### src/rtl/xif_coproc_arbiter.sv
// Shares one CORE-V-XIF coprocessor between two cores: round-robin issue arbitration,
// requester-tagged transaction IDs, tag-routed results and per-requester write-back credit limits.
module xif_coproc_arbiter #(
   parameter int ID_WIDTH        = 4,
   parameter int MAX_OUTSTANDING = 4
) (
   input  logic                    clk_i,
   input  logic                    rst_i,
   input  logic [1:0]              req_issue_valid_i,
   output logic [1:0]              req_issue_ready_o,
   input  logic [63:0]             req_issue_instr_i,
   input  logic [127:0]            req_issue_rs_i,
   input  logic [2*ID_WIDTH-1:0]   req_issue_id_i,
   output logic [1:0]              req_issue_accept_o,
   output logic [1:0]              req_issue_writeback_o,
   output logic [1:0]              req_result_valid_o,
   input  logic [1:0]              req_result_ready_i,
   output logic [ID_WIDTH-1:0]     req_result_id_o,
   output logic [31:0]             req_result_data_o,
   output logic [4:0]              req_result_rd_o,
   output logic                    req_result_we_o,
   output logic                    cop_issue_valid_o,
   input  logic                    cop_issue_ready_i,
   output logic [31:0]             cop_issue_instr_o,
   output logic [63:0]             cop_issue_rs_o,
   output logic [ID_WIDTH:0]       cop_issue_id_o,
   input  logic                    cop_issue_accept_i,
   input  logic                    cop_issue_writeback_i,
   input  logic                    cop_result_valid_i,
   output logic                    cop_result_ready_o,
   input  logic [ID_WIDTH:0]       cop_result_id_i,
   input  logic [31:0]             cop_result_data_i,
   input  logic [4:0]              cop_result_rd_i,
   input  logic                    cop_result_we_i,
   output logic                    err_o
);

   localparam logic [3:0] MAX_CNT = 4'(MAX_OUTSTANDING);

   logic            rr_ptr;
   logic            lock;
   logic            lock_idx;
   logic [1:0][3:0] cnt;
   logic            err;

   logic [1:0] elig;
   logic       grant_vld;
   logic       grant_idx;
   logic       issue_hs;
   logic       rsel;
   logic       cnt_zero;
   logic [1:0] inc;
   logic [1:0] dec;

   assign elig[0] = req_issue_valid_i[0] && (cnt[0] < MAX_CNT);
   assign elig[1] = req_issue_valid_i[1] && (cnt[1] < MAX_CNT);

   // A stalled handshake keeps its grant so the coprocessor sees stable fields until ready.
   always_comb begin
      // NOTE: every comb output gets a default first so no path can infer a latch.
      grant_vld = 1'b0;
      grant_idx = 1'b0;
      if (lock) begin
         grant_vld = req_issue_valid_i[lock_idx];
         grant_idx = lock_idx;
      end else if (elig[rr_ptr]) begin
         grant_vld = 1'b1;
         grant_idx = rr_ptr;
      end else if (elig[!rr_ptr]) begin
         grant_vld = 1'b1;
         grant_idx = !rr_ptr;
      end
   end

   assign issue_hs = grant_vld && cop_issue_ready_i;

   always_comb begin
      cop_issue_valid_o     = grant_vld;
      cop_issue_instr_o     = '0;
      cop_issue_rs_o        = '0;
      cop_issue_id_o        = '0;
      req_issue_ready_o     = '0;
      req_issue_accept_o    = '0;
      req_issue_writeback_o = '0;
      if (grant_vld) begin
         cop_issue_instr_o = grant_idx ? req_issue_instr_i[63:32] : req_issue_instr_i[31:0];
         cop_issue_rs_o    = grant_idx ? req_issue_rs_i[127:64] : req_issue_rs_i[63:0];
         cop_issue_id_o    = {grant_idx, grant_idx ? req_issue_id_i[ID_WIDTH +: ID_WIDTH]
                                                   : req_issue_id_i[0 +: ID_WIDTH]};
         req_issue_ready_o[grant_idx]     = cop_issue_ready_i;
         req_issue_accept_o[grant_idx]    = cop_issue_accept_i;
         req_issue_writeback_o[grant_idx] = cop_issue_writeback_i;
      end
   end

   // Results for a requester with no credit outstanding are swallowed and flagged.
   assign rsel     = cop_result_id_i[ID_WIDTH];
   assign cnt_zero = (cnt[rsel] == 4'd0);

   always_comb begin
      req_result_valid_o = '0;
      if (!cnt_zero) begin
         req_result_valid_o[rsel] = cop_result_valid_i;
      end
      cop_result_ready_o = cnt_zero ? cop_result_valid_i : req_result_ready_i[rsel];
   end

   assign req_result_id_o   = cop_result_id_i[ID_WIDTH-1:0];
   assign req_result_data_o = cop_result_data_i;
   assign req_result_rd_o   = cop_result_rd_i;
   assign req_result_we_o   = cop_result_we_i;
   assign err_o             = err;

   always_comb begin
      inc = '0;
      dec = '0;
      inc[grant_idx] = issue_hs && cop_issue_accept_i && cop_issue_writeback_i;
      dec[rsel]      = cop_result_valid_i && cop_result_ready_o && !cnt_zero;
   end

   always_ff @(posedge clk_i) begin
      // NOTE: state uses non-blocking assignments so all registers update from pre-edge values.
      if (rst_i) begin
         rr_ptr   <= 1'b0;
         lock     <= 1'b0;
         lock_idx <= 1'b0;
         cnt      <= '0;
         err      <= 1'b0;
      end else begin
         if (issue_hs) begin
            rr_ptr <= !grant_idx;
            lock   <= 1'b0;
         end else if (grant_vld) begin
            lock     <= 1'b1;
            lock_idx <= grant_idx;
         end
         for (int r = 0; r < 2; r++) begin
            if (inc[r] && !dec[r]) begin
               cnt[r] <= cnt[r] + 4'd1;
            end else if (dec[r] && !inc[r]) begin
               cnt[r] <= cnt[r] - 4'd1;
            end
         end
         if (cop_result_valid_i && cnt_zero) begin
            err <= 1'b1;
         end
      end
   end

endmodule

### config.mk
export PLATFORM = sky130hd
export DESIGN_NAME = xif_coproc_arbiter
export DESIGN_NICKNAME = d
export VERILOG_FILES = /design/src/rtl/xif_coproc_arbiter.sv
export SDC_FILE = /design/constraint.sdc
export NUM_CORES = 1
export LEC_CHECK = 0
export CAP_MARGIN = 30
export CELL_PAD_IN_SITES_DETAIL_PLACEMENT = 1
export CELL_PAD_IN_SITES_GLOBAL_PLACEMENT = 1
export CORE_AREA = 8 8 152 154
export DETAILED_ROUTE_END_ITERATION = 8
export DIE_AREA = 0 0 160 162
export GPL_TIMING_DRIVEN = 0
export PLACE_DENSITY_LB_ADDON = 0.1
export SLEW_MARGIN = 20
export SYNTH_ARGS = -nofsm -noshare
export SYNTH_HDL_FRONTEND = slang
export SYNTH_SLANG_ARGS = --single-unit
### constraint.sdc
create_clock -name clk_i -period 10.6 [get_ports clk_i]
set_input_delay 2.65 -clock clk_i [delete_from_list [all_inputs] [get_ports clk_i]]
set_output_delay 2.65 -clock clk_i [all_outputs]
set_load 0.01 [all_outputs]
# --- After elaboration in Yosys (flattened, before gate mapping) ---
# Cells that the tools add are included.
word_totals:
  ff_bits: 12
  input_bits: 253
  out_inout_bits: 154
  wordCells: 87
classes:
  n_bitwise: 7
  reduce_logical: 26
  mux: 35
  n_addsub: 4
  order_cmp: 9
op_table:
  columns: ["cell", "n"]
  rows:
  - ["2-to-1 mux 64 bit", 2]
  - ["2-to-1 mux 32 bit", 2]
  - ["2-to-1 mux 4 bit", 7]
  - ["2-to-1 mux 1 bit", 17]
  - ["logical AND 1 bit", 14]
  - ["bitwise AND 2 bit", 6]
  - ["< comparator 1 x 2 -> 1 bit, second input constant", 5]
  - ["adder 4 x 1 -> 4 bit, second input constant", 2]
  - ["< comparator 4 x 3 -> 1 bit, second input constant", 2]
  - ["2-to-1 mux 2 bit", 4]
  - ["subtractor 4 x 1 -> 4 bit, second input constant", 2]
  - ["logical NOT 1 bit", 7]
  - ["2-to-1 mux 5 bit", 1]
  - ["logical NOT 4 bit", 1]
  - ["nonzero test 2 bit", 2]
  - ["demux 1 bit (select 1 bit)", 2]
  - [">= comparator 1 bit, second input constant", 2]
  - ["AND reduction 2 bit", 1]
  - ["OR reduction 2 bit", 1]
  - ["NOT 1 bit", 1]

# --- Longest topological paths before layout ---
# Gate-level depths: netlist (run 1).
depth:
  word_depth: 16
  depth_mapped: 13
  ltp_nobuf: 11

# --- Worst setup path after synthesis (run 1) ---
# No wires, ideal clock.
synth_path:
  kind: "input port to output port"
  start: "input req_issue_valid_i[0]"
  end: "output cop_issue_instr_o[0]"
  path_stages: 7
  t_arrival_ps: 3934
  t_required_ps: 7950
  setup_slack_ps: 4016
  path_buffers: 3
  path_cell_list: "or3b_4 > a311oi_2 > or2_1 > buf_4 > buf_8 > buf_6 > a22o_1"
synth_between:
  elab_chain_cells: 8
  word_cells_on_any_way: 15
  cone_classes: "mux: 14; reduce/logical: 1"
synth_rtl:
  columns: ["item", "line", "rtl"]
  rows:
  - ["start, declared", "9", "input logic [1:0] req_issue_valid_i,"]
  - ["logical AND 1 bit", "55", "assign elig[0] = req_issue_valid_i[0] && (cnt[0] < MAX_CNT);"]
  - ["2-to-1 mux 1 bit (not written as such) (2 in a row)", "69", "end else if (elig[!rr_ptr]) begin"]
  - ["2-to-1 mux 1 bit", "69", null]
  - ["2-to-1 mux 1 bit", "66", "end else if (elig[rr_ptr]) begin"]
  - ["2-to-1 mux 1 bit", "63", "if (lock) begin"]
  - ["2-to-1 mux 32 bit", "86", "cop_issue_instr_o = grant_idx ? req_issue_instr_i[63:32] : req_issue_instr_i[31:0];"]
  - ["2-to-1 mux 32 bit *", "85", "if (grant_vld) begin"]
  - ["end, declared", "24", "output logic [31:0] cop_issue_instr_o,"]
# Every way passes the cells marked *; elsewhere a longest branch is shown, timed or not. The select of a mux whose other input is x is not followed.

# --- Worst setup path after layout (run 1) ---
layout_path:
  start: "input req_issue_valid_i[0]"
  end: "output cop_issue_instr_o[8]"
# Same word-level chain as after synthesis.

==> impl_metrics.py, run 1 <==
metrics = {
    "grt": {
        "track_usage_pct": 15.28,
        "grt_pass1_wl_mm": 29.86,
        "antenna_found_initial": 2,
        "grt_pass1_vias": 3880,
        "grt_max_degree": 11,
        "grt_overflow": 0,
    },
    "sta": {
        "worst_pin_slew_ps": 617.9,
        "max_freq_ghz": 0.1253,
        "finalClockSkew_ps": 1.376,
        "fin_ws_ps": 2619,
        "finalHoldViolations": 0,
        "setup_tns_ps": 0,
        "fin_crit_ps": 7981,
        "setup_viol": 0,
        "rsz0062_at_grt": "false",
        "report.final.slew_viol_count": 0,
        "final.period_utilization_pct": 75.30,
        "relSlewSlack_pct": 58.80,
    },
    "cells_and_area": {
        "final_nets": 899,
        "drive_above_1_share_pct": 11.48,
        "fin_cells": 911,
        "diodes": 0,
        "syn2layout_area_growth_pct": 182.7,
        "stdcell_area_um2": 6286,
    },
    "setup_path": {
        "worstPathRequired_ps": 7950,
        "crit_arrival_ps": 5330,
        "reg2reg_slack_ps": 7270,
        "r2r-start": "lock",
        "rr_endpoint": "cnt[7]",
        "cp_slowest_cell": "clkdlybuf4s50_1",
        "worstPathMaxFanout": 10,
        "slowest_delay_ps": 650,
        "crit_type": "in -> out",
        "start_kind": "primary input",
        "cp_cell_sequence": "clkdlybuf4s50_1 -> nor4b_1 -> o41ai_2 -> and2_1 -> buf_2 -> buf_2 -> a22o_1 -> clkdlybuf4s50_1",
        "reg2reg_depth": 12,
        "crit_end": "cop_issue_instr_o[8]",
        "endpoint_kind": "output pin",
        "crit_start": "req_issue_valid_i[0]",
    },
    "yosys": {
        "yosysWarnings": 0,
        "synth_nets": 530,
        "synth_area_per_cell_um2": 8.265,
        "synth_edf_count": 0,
        "synth_commonest_cells": "a22o_1 (100), buf_4 (43), nor2_1 (18)",
        "ys_types": 37,
        "ys_async_sr_fraction_pct": 0,
        "synth_area_um2": 2223,
        "synthCells": 269,
        "yosysTopAreaCell": "a22o_1",
        "ys_ff_latch": 12,
        "synth.top_cell.area_share_pct": 39.39,
        "synthFlopType": "dfxtp_1",
        "synth_most_common_cell": "a22o_1",
        "ys_seq_area_share_pct": 10.80,
        "synth_area_leaders": "a22o_1 (39%), buf_4 (15%), dfxtp_1 (11%), ha_1 (3.4%), nor2_1 (3.0%)",
    },
    "power": {
        "p_comb_share_pct": 79.0,
        "clock_power_share_pct": 11.8,
        "power_switching_mw": 0.2125,
        "powerDensity_nw_per_um2": 93.34,
        "seqPwrFrac_pct": 9.2,
        "sw_frac_of_total_pct": 36.22,
        "leakage_nw": 2.517,
        "irDropWorstVdd_mv": 0.04030,
        "p_int_mw": 0.3742,
    },
    "clocking": {
        "ctsHoldBuffers": 0,
        "ctsRootBufferMaster": "clkbuf_16",
        "clockBufferDepth": 2,
        "clock_latency_ps": 240,
        "cts_buffers": 3,
        "htreeDepth": 1,
        "cts_tree": "yes",
        "cts_setup_buffers": 0,
        "cts_sinks": 12,
        "ctsResizeCount": 0,
        "path_clk_slew_ps": 40,
    },
    "routing": {
        "drtIter0Drc": 154,
        "route.detailed.drc": 0,
        "viasPerCell": 3.990,
        "drtAntennaViolNets": 0,
        "vias": 3635,
        "drtPass1Iterations": 4,
        "detail_route.wl_per_cell_um": 23.51,
        "drt_wl_total_mm": 21.41,
    },
    "place": {
        "portBuffers": 364,
        "post_dp_cell_area_um2": 6211,
        "hpwlAfterDp_mm": 19.11,
        "gp_congestion": 0.8123,
        "post-place-ws_ps": 2521,
        "placedCellCount": 908,
    },
    "floorplan": {
        "start_util_pct": 10.75,
        "core.rowCount": 53,
        "core_area_um2": 20690,
        "die_h_um": 162,
        "io_pins": 407,
        "die_w_um": 160,
        "dieArea_um2": 25920,
    },
    "run_status": {
        "outcome": "finished clean",
    },
    "min_path": {
        "hp-start": "err_o",
        "hold_path.class": "reg -> reg",
    },
    "job": {
        "max_cap_viol_count": 0,
    },
}
==> area by class of cell <==
| class | count | area (µm²) |
|---|---|---|
| fill | 2412 | 14400 |
| timing repair buffer | 364 | 3643 |
| multi-input combinational | 186 | 1483 |
| buffer | 69 | 493.0 |
| tap | 275 | 344.1 |
| sequential | 12 | 240.2 |
| clock buffer | 3 | 75.07 |
| inverter | 2 | 7.507 |
==> cell families after synthesis <==
family	synth area share [%]
muxes	2.870
AOI/OAI and AO/OA	44.85
buffers and inverters	22.51
DFF	10.80
xor gates and xnor gates	1.576
adders and majority gates	5.177
and+or+nand+nor	12.21
==> power groups by stage <==
stage,registers [mW],logic (mW),clock network [mW]
2_1_floorplan,0.0539,0.184,0
3_3_place_gp,0.0547,0.468,0
3_5_place_dp,0.0551,0.470,0
4_1_cts,0.0543,0.472,0.0697
5_1_grt,0.0550,0.495,0.0731
6_report,0.0542,0.463,0.0691
==> sequential cells by signal, summed over array words and instances (netlist names) <==
| name | count |
|---|---|
| lock | 1 |
| cnt | 8 |
| rr_ptr | 1 |
| err_o | 1 |
| lock_idx | 1 |
==> cell usage in the layout (no fill, tap or decap), drive strengths merged, types with 3 or more instances in the layout <==
cell type	count
clkdlybuf4s50	364
nand2	5
a22o	100
dfxtp	12
nor2b	3
and2	6
mux2i	3
a21oi	9
and3	3
clkbuf	9
nor4	3
ha	6
nor2	18
mux2	3
buf	63
==> per-stage QoR <==
step           hold slack (ps)  util (%)  total power [mW]
2_1_floorplan            470.2         -            0.2381
3_3_place_gp             461.7     30.02            0.5223
3_5_place_dp             464.4     30.02            0.5251
4_1_cts                  483.9     30.38            0.5965
5_1_grt                  531.9     30.38            0.6227
6_report                 475.0     30.38            0.5868
==> routing by layer <==
layer,global-route usage (%),vias up,routed length [µm]
met3,4.784,8,1687
met1,16.24,1730,7845
li1,-,1740,-
met4,0.7647,4,33
met2,30.10,153,11820
met5,0,-,27
==> worst max-delay path: cells and delay by family <==
kind	cells	cell delay (ps)
and+or+nand+nor	2	430
buffers and inverters	4	1690
AOI/OAI and AO/OA	2	540
==> how the worst min path moves through the flow <==
stage | endpoint | slack (ps) | cells after the start
CTS | err_o | 480 | 2
floorplan | lock_idx | 470 | 2
global placement | err_o | 460 | 2
finish | err_o | 480 | 2
global route | lock_idx | 530 | 2
detailed placement | err_o | 460 | 2
Note: power is estimated with default switching activity, not from simulation.
==> inputs of run 2 (changes only) <==
--- a/config.mk
+++ b/config.mk
@@ -8,9 +8,9 @@
 export CAP_MARGIN = 30
 export CELL_PAD_IN_SITES_DETAIL_PLACEMENT = 1
 export CELL_PAD_IN_SITES_GLOBAL_PLACEMENT = 1
-export CORE_AREA = 8 8 152 154
+export CORE_AREA = 8 8 154 156
 export DETAILED_ROUTE_END_ITERATION = 8
-export DIE_AREA = 0 0 160 162
+export DIE_AREA = 0 0 162 164
 export GPL_TIMING_DRIVEN = 0
 export PLACE_DENSITY_LB_ADDON = 0.1
 export SLEW_MARGIN = 20
==> constraint.sdc (replaced) <==
create_clock -name clk_i -period 8.13 [get_ports clk_i]
set_input_delay 2.0325 -clock clk_i [delete_from_list [all_inputs] [get_ports clk_i]]
set_output_delay 2.0325 -clock clk_i [all_outputs]
set_load 0.01 [all_outputs]
==> run 2 against run 1 <==
Effect of this change: cell count up 0.77%; utilization decreased by 0.89 points; sequential power rose by 30%; worst setup slack got worse by 1300 ps; highest routed layer unchanged.
==> impl_metrics.py, run 2 (synthesis results as in run 1) <==
metrics = {
    "run_status": {
        "outcome": "finished clean",
    },
    "routing": {
        "viasPerCell": 3.960,
        "vias": 3635,
        "detail_route.wl_per_cell_um": 23.87,
        "drtIter0Drc": 108,
        "drtPass1Iterations": 4,
        "drtAntennaViolNets": 0,
        "drt_wl_total_mm": 21.91,
        "route.detailed.drc": 0,
    },
    "grt": {
        "track_usage_pct": 14.94,
        "grt_max_degree": 11,
        "grt_pass1_wl_mm": 29.18,
        "antenna_found_initial": 5,
        "grt_pass1_vias": 3810,
        "grt_overflow": 0,
    },
    "setup_path": {
        "endpoint_kind": "output pin",
        "start_kind": "primary input",
        "crit_type": "in -> out",
        "worstPathRequired_ps": 6100,
        "crit_arrival_ps": 4830,
        "worstPathMaxFanout": 10,
    },
    "sta": {
        "setup_tns_ps": 0,
        "finalClockSkew_ps": 1.451,
        "worst_pin_slew_ps": 838.9,
        "report.final.slew_viol_count": 0,
        "max_freq_ghz": 0.1457,
        "rsz0062_at_grt": "false",
        "fin_ws_ps": 1269,
        "relSlewSlack_pct": 44.07,
        "final.period_utilization_pct": 84.40,
        "finalHoldViolations": 0,
        "setup_viol": 0,
        "fin_crit_ps": 6861,
    },
    "floorplan": {
        "core_area_um2": 21350,
        "die_h_um": 164,
        "io_pins": 407,
        "dieArea_um2": 26570,
        "die_w_um": 162,
        "core.rowCount": 54,
        "start_util_pct": 10.41,
    },
    "cells_and_area": {
        "syn2layout_area_growth_pct": 183.2,
        "largest_register": "cnt",
        "drive_above_1_share_pct": 11.48,
        "largest_reg_flops": 8,
        "final_nets": 899,
        "layout_commonest_cell": "clkdlybuf4s50_1",
        "layout_common_cells": "clkdlybuf4s50_1 (364), a22o_1 (100), buf_4 (43), nor2_1 (18), buf_2 (13)",
    },
    "power": {
        "p_total_mw": 0.7634,
        "powerDensity_nw_per_um2": 121.2,
        "leakage_nw": 2.517,
        "irDropWorstVdd_mv": 0.05716,
    },
    "place": {
        "portBuffers": 364,
        "hpwlAfterDp_mm": 19.66,
        "post-place-ws_ps": 1205,
        "gp_congestion": 0.7821,
    },
    "clocking": {
        "ctsRootBufferMaster": "clkbuf_16",
        "clockBufferDepth": 2,
        "ctsHoldBuffers": 0,
        "cts_tree": "yes",
        "htreeDepth": 1,
        "clock_latency_ps": 240,
        "cts_buffers": 3,
        "ctsResizeCount": 0,
        "path_clk_slew_ps": 50,
        "cts_setup_buffers": 0,
        "cts_sinks": 12,
    },
    "job": {
        "max_cap_viol_count": 0,
    },
    "min_path": {
        "hold_path.class": "reg -> reg",
    },
}
## run 2: cell types whose count changed in the layout (fill, tap and decap cells not counted)
| cell | before | now |
|---|---|---|
| diode_2 | 0 | 2 |
## run 2: area by class of cell
class	count	area, µm²
Antenna cell	2	5.005
Buffer	69	493.0
Clock buffer	3	75.07
Fill cell	2504	15050
Inverter	2	7.507
Multi-Input combinational cell	186	1483
Sequential cell	12	240.2
Tap cell	280	350.3
Timing Repair Buffer	364	3643
## run 2: worst max-delay path, cell delays in order
cell and delay (ps):
clkdlybuf4s50_1 430, nor4b_1 180, o41ai_2 410, and2_1 240, clkbuf_1 650, a22o_1 250, clkdlybuf4s50_1 630
## run 2: final timing paths
kind              cells past startpoint                  from  slack (ps)                    end
hold reg to reg                       2                 err_o         470                  err_o
setup / recovery                      7  req_issue_valid_i[0]        1270  cop_issue_instr_o[25]
setup reg to reg                     12                  lock        4800                 cnt[7]
hold / removal                        2                 err_o         470                  err_o
## run 2: where the power goes
group | internal, mW | switching, mW
clock | 0.0643 | 0.0273
sequential | 0.0643 | 0.00621
combinational | 0.360 | 0.242
total | 0.488 | 0.275
## run 2: through the flow
stage               std cells  hold WS, ps  util (%)  cell area [µm²]
floorplan                 269        470.2         -             2223
global placement          913        467.0     29.12             6217
detailed placement        913        463.3     29.12             6217
CTS                       916        482.9     29.47             6292
global route              918        525.8     29.49             6297
finish                    918        473.3     29.49             6297
## run 2: layer usage
layer | GRT usage [%] | part of all wire (%)
met1 | 15.56 | 36
met2 | 29.61 | 57
met3 | 4.135 | 7.0
met4 | 2.189 | 0.63
met5 | 0 | 0.19
